===== config.mk =====
export PLATFORM = sky130hd
export DESIGN_NAME = fifo_stream_reader
export DESIGN_NICKNAME = d
export VERILOG_FILES = /design/src/rtl/fifo_pkg.sv /design/src/rtl/skid_ring_buf.sv /design/src/rtl/fifo_stream_reader.sv
export SDC_FILE = /design/constraint.sdc
export NUM_CORES = 1
export LEC_CHECK = 0
export CAP_MARGIN = 20
export CORE_UTILIZATION = 30
export CTS_CLUSTER_DIAMETER = 40
export DETAILED_ROUTE_END_ITERATION = 16
export GPL_ROUTABILITY_DRIVEN = 0
export PLACE_DENSITY = 0.58
export SYNTH_ARGS = -nofsm -noshare
export SYNTH_HDL_FRONTEND = slang
export SYNTH_HIERARCHICAL = 1
export SYNTH_SLANG_ARGS = --single-unit

===== constraint.sdc =====
create_clock -name clk -period 2.2 [get_ports clk]
set_input_delay 0.66 -clock clk [delete_from_list [all_inputs] [get_ports clk]]
set_output_delay 0.66 -clock clk [all_outputs]
set_load 0.01 [all_outputs]

===== src/rtl/fifo_pkg.sv =====
// Shared definitions for the dual-clock FIFO and its clients: read-latency limits,
// skid-buffer sizing and the common valid/ready stream bundle.
package fifo_pkg;

    localparam int unsigned READ_LATENCY_MIN = 1;
    localparam int unsigned READ_LATENCY_MAX = 2;
    localparam int unsigned STREAM_W_MAX     = 72;

    // One entry per in-flight read plus two, so a stalled consumer never forces a drop.
    function automatic int unsigned fifo_cap(input int unsigned read_latency);
        return read_latency + 2;
    endfunction

    typedef struct packed {
        logic                    valid;
        logic                    ready;
        logic [STREAM_W_MAX-1:0] data;
    } stream_t;

endpackage


===== src/rtl/skid_ring_buf.sv =====
// Small ring buffer absorbing the FIFO read latency: CAP entries, write/read pointers and
// an occupancy count, all cleared by a synchronous flush.
module skid_ring_buf
    import fifo_pkg::*;
#(
    parameter int unsigned WIDTH = 8,
    parameter int unsigned CAP   = fifo_cap(READ_LATENCY_MIN),
    localparam int unsigned PTR_W = $clog2(CAP),
    localparam int unsigned OCC_W = $clog2(CAP + 1)
) (
    input  logic             clk,
    input  logic             reset_n,
    input  logic             flush,
    input  logic             wr_en,
    input  logic [WIDTH-1:0] wr_data,
    input  logic             rd_en,
    output logic [WIDTH-1:0] rd_data,
    output logic [OCC_W-1:0] occupancy
);

    logic [WIDTH-1:0] mem_q [CAP];
    logic [PTR_W-1:0] wr_ptr_q, wr_ptr_d;
    logic [PTR_W-1:0] rd_ptr_q, rd_ptr_d;
    logic [OCC_W-1:0] occ_q, occ_d;
    logic             do_pop;

    // CAP is usually not a power of two, so wrap by compare-and-clear.
    function automatic logic [PTR_W-1:0] ptr_inc(input logic [PTR_W-1:0] p);
        return (p == PTR_W'(CAP - 1)) ? '0 : p + 1'b1;
    endfunction

    always_comb begin
        do_pop   = rd_en && (occ_q != '0);
        wr_ptr_d = wr_ptr_q;
        rd_ptr_d = rd_ptr_q;
        occ_d    = occ_q;
        if (flush) begin
            wr_ptr_d = '0;
            rd_ptr_d = '0;
            occ_d    = '0;
        end else begin
            if (wr_en) wr_ptr_d = ptr_inc(wr_ptr_q);
            if (do_pop) rd_ptr_d = ptr_inc(rd_ptr_q);
            case ({wr_en, do_pop})
                2'b10:   occ_d = occ_q + 1'b1;
                2'b01:   occ_d = occ_q - 1'b1;
                default: occ_d = occ_q;
            endcase
        end
    end

    always_ff @(posedge clk or negedge reset_n) begin
        if (!reset_n) begin
            wr_ptr_q <= '0;
            rd_ptr_q <= '0;
            occ_q    <= '0;
            for (int unsigned i = 0; i < CAP; i++) mem_q[i] <= '0;
        end else begin
            wr_ptr_q <= wr_ptr_d;
            rd_ptr_q <= rd_ptr_d;
            occ_q    <= occ_d;
            if (wr_en && !flush) mem_q[wr_ptr_q] <= wr_data;
        end
    end

    assign rd_data   = mem_q[rd_ptr_q];
    assign occupancy = occ_q;

endmodule


===== src/rtl/fifo_stream_reader.sv =====
// Read-side consumer of the block-RAM FIFO: issues read requests, tracks words in flight and
// presents buffered words as a valid/ready stream with a delivered-word counter.
module fifo_stream_reader
    import fifo_pkg::*;
#(
    parameter int unsigned WIDTH        = 8,
    parameter int unsigned READ_LATENCY = 1,
    parameter int unsigned COUNT_W      = 16
) (
    input  logic               clk,
    input  logic               reset_n,
    input  logic               fifo_empty,
    output logic               fifo_read_req,
    input  logic [WIDTH-1:0]   fifo_read_data,
    input  logic               flush,
    output logic               out_valid,
    input  logic               out_ready,
    output logic [WIDTH-1:0]   out_data,
    output logic               busy,
    output logic [COUNT_W-1:0] word_count
);

    localparam int unsigned CAP   = fifo_cap(READ_LATENCY);
    localparam int unsigned OCC_W = $clog2(CAP + 1);

    logic [READ_LATENCY-1:0] inflight_q, inflight_d;
    logic [COUNT_W-1:0]      count_q, count_d;
    logic [OCC_W-1:0]        occupancy;
    logic [OCC_W-1:0]        inflight_cnt;
    logic                    capture;
    logic                    pop;

    always_comb begin
        inflight_cnt = '0;
        for (int unsigned i = 0; i < READ_LATENCY; i++) begin
            inflight_cnt = inflight_cnt + OCC_W'(inflight_q[i]);
        end
        // Reserve a slot for every outstanding read; out_ready deliberately not used here.
        fifo_read_req = !fifo_empty && !flush && ((occupancy + inflight_cnt) < OCC_W'(CAP));
        inflight_d    = flush ? '0 : READ_LATENCY'({inflight_q, fifo_read_req});
        capture       = inflight_q[READ_LATENCY-1] && !flush;
        out_valid     = (occupancy != '0) && !flush;
        pop           = out_valid && out_ready;
        count_d       = pop ? count_q + 1'b1 : count_q;
        busy          = (occupancy != '0) || (inflight_q != '0);
    end

    always_ff @(posedge clk or negedge reset_n) begin
        if (!reset_n) begin
            inflight_q <= '0;
            count_q    <= '0;
        end else begin
            inflight_q <= inflight_d;
            count_q    <= count_d;
        end
    end

    skid_ring_buf #(
        .WIDTH (WIDTH),
        .CAP   (CAP)
    ) u_buf (
        .clk       (clk),
        .reset_n   (reset_n),
        .flush     (flush),
        .wr_en     (capture),
        .wr_data   (fifo_read_data),
        .rd_en     (pop),
        .rd_data   (out_data),
        .occupancy (occupancy)
    );

    assign word_count = count_q;

endmodule


==> key figures, run 1 <==
Min path
  • HP Class: in2async

Timing
  • RSZ-0062 raised after global routing: yes
  • Fmax: 464 MHz
  • Final Hold Vio Count: 0
  • Final Skew: between 0.003 and 0.004 ns
  • Smallest hold slack: around 0.25 ns
  • Worst Tran Pin Value: between 0.3 and 0.4 ns
  • Final worst path period need: 2.15 ns
  • Slew HR: 0.758
  • Final Cycle Share: 0.979
  • Max-slew violations: 0
  • Final setup fails: 0

Clock network
  • Clk slew on worst S/H paths: approximately 0.09 ns
  • CTS HTree Levels: 2
  • Clk_lat worst skew: approximately 0.30 ns
  • CTS tree: done
  • CTS Buffer Depth: 2
  • Clock Sinks: between 40 and 50
  • Num CTS Buffers: 5
  • Clock root cell: clkbuf_8

Setup path
  • R2r setup slk: just under 0.6 ns
  • R2r worst-path depth: 6
  • Crit path DAT: 1.49 ns
  • Crit end category: output port
  • Crit Path Class: in2out
  • Crit path required time: 1.54 ns
  • Worst-path cell chain: clkdlybuf4s50_1 -> buf_4 -> nor2_1 -> buf_2
  • Largest delay contributor family on the critical path: buffers and inverters
  • CP Launch Type: input pin
  • Crit Path Max Fanout: 5
  • Max incr delay on CP: ~0.43 ns
  • Reg-to-Reg Start: inflight_q
  • Buf/Inv on CP: 3
  • Crit-path slowest cell: clkdlybuf4s50_1
  • CP startpoint: flush
  • Reg2reg end: u_buf/mem_q[3]

Global route
  • First-pass GRT wire length: between 7000 and 8000 um
  • Largest net degree at the start of global routing: 22
  • Aggregate global routing overflow: 0
  • Gr usage total: 0.125
  • Initial antenna violation count: 0
  • Number of global-route vias before repair: 1525

Finish
  • Layout Nets: between 200 and 300
  • Number of diodes: 0
  • Most common cell after layout, fill and taps aside: dfrtp_1
  • Commonest non-fill, non-tap cells in the layout: 47 x dfrtp_1, 27 x clkdlybuf4s50_1, 25 x mux2_2, 18 x buf_4, 15 x nand2_1
  • Area grow syn2layout: 33.9%
  • Layout cells sized above 1: 0.285
  • Fin util: 0.413

Place
  • Final HPWL DP: between 3000 and 4000 um
  • Number of port buffers: 39

Synthesis
  • Yosys reg bits: 47
  • Cells taking the most area after synthesis: dfrtp_1 53%, mux2_2 13%, xnor2_1 5.1%
  • Yosys top cell area share: 0.529
  • YS warnings: 6
  • Register area share after synthesis: 0.529
  • Post-synth ARST share: 1.00
  • Mapped Avg Cell Area: ~13 sq um
  • Ys flop type: dfrtp_1
  • Synth cell types: 35
  • Largest area contributor in the netlist: dfrtp_1
  • Cells after Synth: between 150 and 200
  • Net count after synthesis: 190
  • Synthesized area: ~2200 sq um
  • EDFF count, synth: 0

Floorplan
  • Die Y-Extent: slightly below 90 um
  • Top-level I/O count: 40
  • Core area: 7210 sq um
  • Starting density of the core: 0.308
  • Num rows: 31
  • Die W: between 80 and 90 um
  • Die area: approximately 7800 sq um

Route
  • Routed wire length: 4370 um
  • Initial DRC Count: 54
  • Via Count: approximately 1500
  • Vias per inst: roughly 4.5
  • Drt pass-1 iters: 4
  • Final ANT Viol Nets: 0
  • WL/cell: around 13 um
  • DRC: 0

Status
  • Status: completed

Power and ir drop
  • Power Density: between 600 and 700 nW/um^2
  • Leakage power: around 1.3 nW
  • Max VDD drop: ~380 uV
  • Power consumption: around 1.9 mW

Job
  • Max Cap Viol: 0
==> metal layers <==
metal | wire (um) | part of all wire | track usage | up-vias
met4 | 51 | 0.012 | 0.0396 | 0
li1 | - | - | - | 745
met1 | 2230 | 0.51 | 0.171 | 753
met5 | 0 | 0 | 0 | -
met3 | 196 | 0.045 | 0.0254 | 5
met2 | 1900 | 0.43 | 0.199 | 34
==> synth_stat cells, types with 3 or more instances <==
| library cell | number |
|---|---|
| a21oi_1 | 5 |
| and2_1 | 3 |
| dfrtp_1 | 47 |
| mux2_2 | 25 |
| mux2i_1 | 9 |
| nand2_1 | 15 |
| nand3_1 | 6 |
| nand4_1 | 3 |
| nor2_1 | 4 |
| nor3b_4 | 3 |
| o21ai_0 | 9 |
| xnor2_1 | 13 |
| xor2_1 | 3 |
==> power by group <==
part / total [mW] / internal, mW / leakage, nW / switching, mW
logic: 0.360 / 0.209 / 0.625 / 0.151
registers: 1.01 / 0.948 / 0.631 / 0.0612
clock network: 0.516 / 0.223 / 0.0412 / 0.293
total: 1.89 / 1.38 / 1.30 / 0.505
==> flip-flops by register name, indices dropped and copies added (netlist names) <==
name	flops
u_buf/mem_q	24
word_count	16
u_buf/occupancy	2
u_buf/rd_ptr_q	2
u_buf/wr_ptr_q	2
inflight_q	1
==> cells by family (layout without fill, tap and decap cells) <==
kind of cell	count (synthesis)	in the layout	share of synthesized area
adders and majority gates	2	2	0.0113
xor gates and xnor gates	16	16	0.0630
muxes	34	34	0.167
and+or+nand+nor	53	53	0.169
DFF	47	47	0.529
buffers and inverters	4	68	0.0124
AOI/OAI and AO/OA	19	19	0.0484
==> stage by stage <==
stage	setup WS (ns)	TNS, ns	cell area [sq um]	std cells
2_1_floorplan	0.255	0	2220	175
3_3_place_gp	-0.352	-6.72	2890	329
3_5_place_dp	-0.340	-7.30	2890	329
4_1_cts	0.0178	0	2960	337
5_1_grt	-0.0477	-0.146	2980	338
6_report	0.0460	0	2980	338
==> worst max path at each step <==
stage,to,slack [ns],cells after the start
floorplan,u_buf/rd_ptr_q[1],0.25,5
global placement,out_valid,-0.35,4
detailed placement,out_valid,-0.34,4
CTS,out_data[3],0.02,4
global route,out_data[2],-0.05,4
finish,out_valid,0.05,4
==> cell type report <==
type / instances / area, sq um
multi-input combinational: 124 / 1030
clock buffer: 6 / 72.6
sequential: 47 / 1180
clock inverter: 2 / 12.5
tap: 99 / 124
fill: 722 / 4240
timing repair buffer: 60 / 564
==> repair_timing <==
item / in CTS / in global routing
hold buffers: 0 / 0
buffers inserted: 0 / 1
endpoints found under the setup margin: 11 / 25
resized for setup: 17 / 9
pin swaps: 0 / 0
hold endpoints to repair: 0 / 0
Note: power is estimated with default switching activity, not from simulation.
==> run 2, diff against run 1 <==
clock period = 2.12 ns   (was 2.2 ns; I/O delays follow)
==> run 2 against run 1 <==
  * Via count down 0.26%
  * Wire length up 1.9%
  * Critical path type unchanged
  * Setup slack better by 0.013 ns
  * Sequential share of layout area about the same
==> key figures, run 2 (synthesis gave the netlist of run 1 again) <==
Status
  • Status: completed

Timing
  • Fmax: approximately 490 MHz
  • Final Cycle Share: 0.972
  • Final Skew: about 0.013 ns
  • Final worst path period need: just over 2 ns
  • Smallest hold slack: ~0.24 ns
  • Final setup margin: about 0.059 ns
  • Final TNS setup: 0 ns
  • Final Hold Vio Count: 0
  • RSZ-0062 raised after global routing: no
  • Final setup fails: 0
  • Slew HR: 0.742
  • Max-slew violations: 0
  • Worst Tran Pin Value: 0.387 ns

Setup path
  • Crit end category: output port
  • Crit path required time: 1.48 ns
  • Reg-to-Reg Start: inflight_q
  • Max incr delay on CP: roughly 0.44 ns
  • Crit Path Max Fanout: 2
  • Crit-path slowest cell: clkdlybuf4s50_1
  • Crit path DAT: 1.42 ns
  • CP Launch Type: input pin
  • CP startpoint: fifo_empty
  • Crit Path Class: in2out
  • Worst-path cell chain: clkdlybuf4s50_1 -> a211oi_2 -> buf_2

Place
  • DP Worst Slack: -0.377 ns
  • Placed Instance Area: roughly 2900 sq um
  • Placed insts: 329
  • Number of port buffers: 39
  • Final HPWL DP: between 3000 and 4000 um

Finish
  • Layout Nets: between 200 and 300
  • Final instance area: 2980 sq um
  • Number of diodes: 0
  • Commonest non-fill, non-tap cells in the layout: 47 x dfrtp_1, 26 x clkdlybuf4s50_1, 25 x mux2_2, 15 x nand2_1, 15 x buf_4
  • Largest register FFs: 24
  • Most common cell after layout, fill and taps aside: dfrtp_1
  • Post-Layout Cell Count: 338
  • Layout cells sized above 1: 0.331
  • Largest Register: u_buf/mem_q
  • Fin util: 0.412
  • Area grow syn2layout: 33.8%

Route
  • WL/cell: between 10 and 15 um
  • DRC: 0
  • Via Count: between 1500 and 2000
  • Final ANT Viol Nets: 0
  • Drt pass-1 iters: 3
  • Initial DRC Count: 34
  • Routed wire length: 4460 um
  • Vias per inst: between 4 and 5

Clock network
  • CTS HTree Levels: 2
  • Num CTS Buffers: 5
  • Clock root cell: clkbuf_8
  • CTS Buffer Depth: 2
  • Hold-fix buffers, CTS: 0
  • Clock Sinks: 47
  • CTS tree: done
  • Clk slew on worst S/H paths: ~0.10 ns
  • Clk_lat worst skew: around 0.3 ns

Power and ir drop
  • Pint: between 1 and 1.5 mW
  • Power Density: about 670 nW/um^2
  • Share of power burned in the clock network: 0.292
  • Gate power share: 0.183
  • Leakage power: about 1.3 nW
  • Power consumption: about 2.0 mW
  • Flop pwr share: 0.525
  • Switch share: 0.271
  • Max VDD drop: around 320 uV
  • Sw Pwr: around 0.54 mW

Floorplan
  • Top-level I/O count: 40
  • Die area: a little under 8000 sq um
  • Starting density of the core: 0.308
  • Core area: between 7000 and 8000 sq um
  • Die Y-Extent: 88.1 um
  • Num rows: 31
  • Die W: just under 90 um

Global route
  • First-pass GRT wire length: roughly 7400 um
  • Gr usage total: 0.125
  • Aggregate global routing overflow: 0
  • Largest net degree at the start of global routing: 22
  • Number of global-route vias before repair: 1573
  • Initial antenna violation count: 0

Min path
  • HP Class: in2async

Job
  • Max Cap Viol: 0
run 2: cell count changes in the layout (fill, tap and decap cells not counted), moves of 3 or more:
cell	previous run	this run
buf_2	3	6
buf_4	18	15
buf_6	0	3
clkbuf_2	0	5
clkdlybuf4s15_1	4	1
dlygate4sd2_1	5	0
run 2: path summary, 6_finish.rpt:
check	endpoint	slack, ns	cells past startpoint
setup / recovery	fifo_read_req	0.06	3
hold reg to reg	word_count[15]	0.48	1
hold / removal	u_buf/mem_q[7]	0.24	1
max in group asynchronous	word_count[4]	1.25	2
min in group clk	word_count[15]	0.48	1
setup reg to reg	u_buf/mem_q[9]	0.51	6
run 2: layout make-up:
class	count	area, sq um
sequential	47	1180
clock buffer	6	82.6
clock inverter	2	16.3
fill	717	4240
multi-input combinational	124	1030
tap	99	124
timing repair buffer	60	544
run 2: repair_timing:
action | in CTS | in global routing
pin swaps | 0 | 3
setup buffers | 1 | 0
resized for setup | 29 | 21
setup endpoints to repair | 11 | 27
run 2: layer usage:
metal	GRT usage	wire (um)	up-vias
met5	0	0	-
met4	0.0308	38	0
met3	0.0330	194	5
met2	0.206	1990	34
met1	0.162	2240	747
li1	-	-	747
run 2: power by group through the flow:
stage               sequential, mW  combinational [mW]  clock [mW]
floorplan                     1.07               0.175           0
global placement              1.06               0.399           0
finish                        1.05               0.365       0.583
CTS                           1.05               0.381       0.610
detailed placement            1.07               0.403           0
global route                  1.06               0.406       0.639
run 2: critical path, delay by kind of cell:
family	cells	cell delay, ns
buffers and inverters	2	0.60
AO/OA/AOI/OAI	1	0.20
